### config.mk
export PLATFORM = sky130hd
export DESIGN_NAME = caesar_decryption
export DESIGN_NICKNAME = d
export VERILOG_FILES = /design/src/rtl/caesar_decryption_pkg.sv /design/src/rtl/caesar_decryption.sv
export SDC_FILE = /design/constraint.sdc
export NUM_CORES = 1
export LEC_CHECK = 0
export ABC_CLOCK_PERIOD_IN_PS = 800
export CAP_MARGIN = 20
export CORE_MARGIN = 3
export CORE_UTILIZATION = 37
export CTS_BUF_LIST = sky130_fd_sc_hd__clkbuf_16
export CTS_CLUSTER_SIZE = 8
export DETAILED_ROUTE_END_ITERATION = 10
export PLACE_DENSITY_LB_ADDON = 0.25
export SYNTH_ARGS = -nofsm -noshare
export SYNTH_HDL_FRONTEND = slang
export SYNTH_SLANG_ARGS = --single-unit
### constraint.sdc
create_clock -name clk -period 0.8 [get_ports clk]
set_input_delay 0.12 -clock clk [delete_from_list [all_inputs] [get_ports clk]]
set_output_delay 0.12 -clock clk [all_outputs]
set_load 0.05 [all_outputs]
### src/rtl/caesar_decryption_pkg.sv
// Definitions shared by the per-algorithm decryption engines (Caesar, Scytale, ZigZag).
// Keeps the default widths and byte type identical across engines so the top level can mux them.
package caesar_decryption_pkg;

  localparam int D_WIDTH_DEF   = 8;
  localparam int KEY_WIDTH_DEF = 16;

  typedef logic [D_WIDTH_DEF-1:0] byte_t;

endpackage

### src/rtl/caesar_decryption.sv
// Streaming Caesar decryptor: data_o = data_i - key[D_WIDTH-1:0] (mod 2^D_WIDTH), registered.
// Latency 1 cycle, 1 byte/cycle, no backpressure; idle cycles drive data_o to zero.
module caesar_decryption
  import caesar_decryption_pkg::*;
#(
  parameter int D_WIDTH   = D_WIDTH_DEF,
  parameter int KEY_WIDTH = KEY_WIDTH_DEF
) (
  input  logic                 clk,
  input  logic                 rst_n,
  input  logic [D_WIDTH-1:0]   data_i,
  input  logic                 valid_i,
  input  logic [KEY_WIDTH-1:0] key,
  output logic [D_WIDTH-1:0]   data_o,
  output logic                 valid_o
);

  logic [D_WIDTH-1:0] w_diff;
  logic [D_WIDTH-1:0] r_data;
  logic               r_valid;

  // Plain modular subtraction: every byte value is shifted, not just letters.
  assign w_diff = data_i - key[D_WIDTH-1:0];

  // Upper key bits exist only for bus compatibility with the other engines.
  generate
    if (KEY_WIDTH > D_WIDTH) begin : g_key_upper
      logic w_unused_key_upper;
      assign w_unused_key_upper = ^key[KEY_WIDTH-1:D_WIDTH];
    end
  endgenerate

  always_ff @(posedge clk or negedge rst_n) begin
    if (!rst_n) begin
      r_data  <= '0;
      r_valid <= 1'b0;
    end else if (valid_i) begin
      r_data  <= w_diff;
      r_valid <= 1'b1;
    end else begin
      r_data  <= '0;
      r_valid <= 1'b0;
    end
  end

  assign data_o  = r_data;
  assign valid_o = r_valid;

endmodule

==> summary.md <==
| Metric | Value |
|---|---|
| Sw Share | `between 30% and 40%` |
| Clk buf depth | `2` |
| IO Pins | `36` |
| Comb pwr share | `between 40% and 50%` |
| Initial antenna violation count | `0` |
| Netlist cell types | `29` |
| Worst hold path depth | `3` |
| Critical Path Start Type | `primary input` |
| CP Buf/Inv Count | `3` |
| Setup ws final | `-492 ps` |
| Seq/Total Area, Yosys | `about a third` |
| CP Capture Type | `flop` |
| Dpl hpwl | `roughly 1.3 mm` |
| RD Place Congestion | `0.715` |
| CTS Root Cell | `clkbuf_16` |
| DRT iter0 DRCs | `11` |
| HP Start | `key[0]` |
| Max Fclk | `between 700 and 800 MHz` |
| Slowest stage delay, CP | `approximately 340 ps` |
| Crit-path max FO | `2` |
| Die Span X | `47.7 µm` |
| Synthesized flop and latch total | `9` |
| Cell Chain, Critical Path | `buf_12 > inv_12 > ha_4 > inv_2 > fa_2 > a21o_1 > nand4_1 > a21oi_2 > o21a_1` |
| Max Transition Viols Final | `0` |
| Layout cells sized above 1 | `a little under two thirds` |
| Reg clk slew, reported paths | `40 ps` |
| Fin. Hold Viols | `0` |
| Critical Path Slowest Stage Cell | `fa_2` |
| Global-route wire length before repair | `between 3 and 4 mm` |
| Arr. time, crit path | `1400 ps` |
| GRT Residual Overflow | `0` |
| Asr flop ratio synth | `100%` |
| Placed cell areas | `approximately 1200 µm²` |
| Setup violators final | `16` |
| Wire per inst | `approximately 17 µm` |
| 1st-pass router iterations | `4` |
| Dominant synthesized flop cell | `dfrtp_1` |
| Final #Nets | `around 150` |
| Die ar. | `around 2300 µm²` |
| Delay-heaviest family, CP | `compound AO/OA/AOI/OAI gates` |
| Clock sink total | `9` |
| Core Util, Final | `about nine tenths` |
| Vias in the first global route | `691` |
| Core Area | `around 1600 µm²` |
| Rel. slew slack | `between 80% and 90%` |
| Vias | `717` |
| GRT Util Overall | `between 20% and 30%` |
| Final WL | `2.21 mm` |
| Row count | `14` |
| Post-route ant nets | `0` |
| Worst VDD drop | `about 1 mV` |
| Worst min path class | `primary input to flop` |
| Post-synthesis cell area | `about 640 µm²` |
| Final hold slack | `about 180 ps` |
| Post-CTS Hold Buffers | `0` |
| H-Tree Depth | `1` |
| Worst-Margin Slew | `between 200 and 250 ps` |
| Area Overhead vs Synth | `119%` |
| Port bufs | `27` |
| Number of CTS-inserted buffers | `3` |
| Cell Pwr Density | `~1700 nW/µm²` |
| Total power | `0.00246 W` |
| Vias per cell | `~5.6` |
| EDFF count, synth | `0` |
| CTS tree | `yes` |
| Final period util | `162%` |
| NetSw | `between 0.0007 and 0.0008 W` |
| Yosys warning count | `0` |
| Syn_nets | `102` |
| RSZ-0062 raised after global routing | `yes` |
| Synth Area per Inst | `a little under 10 µm²` |
| Clock period minus worst slack | `1290 ps` |
| Post-Syn Instances | `between 60 and 70` |
| Failing checks | `setup timing` |
| # Max-Cap Violations | `0` |
| DRC | `0` |
| Crit Path Class | `primary input to flop` |
| Worst EP required | `between 900 and 1000 ps` |
| Power share of the clock group | `35.0%` |
| Status | `complete, but fails checks` |
| Initial Utilization | `around 41%` |
| Placed cells | `122` |
| Internal | `approximately 0.0017 W` |
| ANT cells | `0` |
| Largest net degree at the start of global routing | `10` |
| Sequential share of power | `between 20% and 30%` |
| Fin cells | `roughly 130` |
| Hold EP | `data_o[0]$_DFF_PN0_` |
| Lkg Pwr | `about 0.64 nW` |
| Die height | `~48 µm` |
| Design Area, Final | `between 1000 and 1500 µm²` |
==> routing by layer <==
metal | global-route usage [%] | share of wire [%] | up-vias
li1 | - | - | 322
met5 | 0 | 0 | -
met2 | 35.1 | 53 | 39
met4 | 12.9 | 2.0 | 0
met3 | 3.38 | 6.2 | 6
met1 | 23.4 | 39 | 350
==> flip-flops by register name, indices dropped and copies added, names as in the netlist <==
name / flops
data_o: 8
valid_o: 1
==> tightest hold or removal path, stage by stage <==
cell     delay [ps]
buf_6            90
ha_4            110
nor2b_1          40
==> what timing repair did <==
| action | in CTS | in global routing |
|---|---|---|
| gates cloned | 0 | 0 |
| hold endpoints to repair | 0 | 0 |
| setup endpoints to repair | 17 | 17 |
| pin swaps | 25 | 11 |
| gates resized for setup | 79 | 9 |
| buffers inserted | 1 | 1 |
==> metrics by stage <==
| stage | setup TNS (ps) | setup slack [ps] |
|---|---|---|
| 6_report | -3180 | -492 |
| 5_1_grt | -3520 | -528 |
| 3_3_place_gp | -7800 | -1130 |
| 3_5_place_dp | -8220 | -1180 |
| 2_1_floorplan | -2300 | -497 |
| 4_1_cts | -2800 | -421 |
==> cells by family (layout without fill, tap and decap cells) <==
kind of cell               after synthesis  in the layout  share of synthesized area (%)
adders and majority gates                9              9                           18.6
and+or+nand+nor                         18             18                           17.3
buffers and inverters                   10             56                           6.99
AOI/OAI and AO/OA                       17             17                           18.1
xor gates and xnor gates                 3              3                           4.08
DFF                                      9              9                           35.0
==> placed cells by master, fill, tap and decap left out, drive strengths merged, types with 3 or more instances in the layout <==
cell type	netlist	routed
buf	1	36
inv	9	10
dfrtp	9	9
ha	8	8
a21oi	5	5
a21o	4	4
clkbuf	0	3
clkdlybuf4s50	0	3
nand2b	3	3
and2	3	3
clkdlybuf4s15	0	3
==> cells in the mapped netlist (all sizes together), types with 2 or more instances <==
library cell,count,area (µm²)
a21oi,5,25.0
dfrtp,9,225
and2,3,18.8
nor2,2,7.51
xnor2,2,17.5
inv,9,33.8
nand2,2,7.51
o21ai,2,10.0
ha,8,100
a21o,4,30.0
nand2b,3,18.8
==> cell type report <==
class	count	area, µm²
Clock buffer	3	75.1
Clock inverter	1	3.75
Fill cell	63	168
Inverter	9	46.3
Multi-Input combinational cell	47	549
Sequential cell	9	225
Tap cell	16	20.0
Timing Repair Buffer	43	489
==> worst max path at each step <==
stage	startpoint	end	slack [ps]	cells after the start
after global routing	data_i[0]	data_o[6]$_DFF_PN0_	-530	9
after global placement	data_i[0]	data_o[4]$_DFF_PN0_	-1130	9
after detailed placement	data_i[0]	data_o[4]$_DFF_PN0_	-1180	9
after CTS	data_i[0]	data_o[4]$_DFF_PN0_	-420	9
final	data_i[0]	data_o[6]$_DFF_PN0_	-490	9
after floorplan	data_i[0]	data_o[4]$_DFF_PN0_	-500	8
==> power groups by stage <==
stage	Sequential (W)	Combinational, W	Clock [W]
2_1_floorplan	0.000703	0.000264	0
3_3_place_gp	0.000551	0.000863	0
3_5_place_dp	0.000554	0.000887	0
4_1_cts	0.000549	0.000981	0.000869
5_1_grt	0.000551	0.00111	0.000890
6_report	0.000548	0.00105	0.000860
Power figures use the tool's default switching activity.
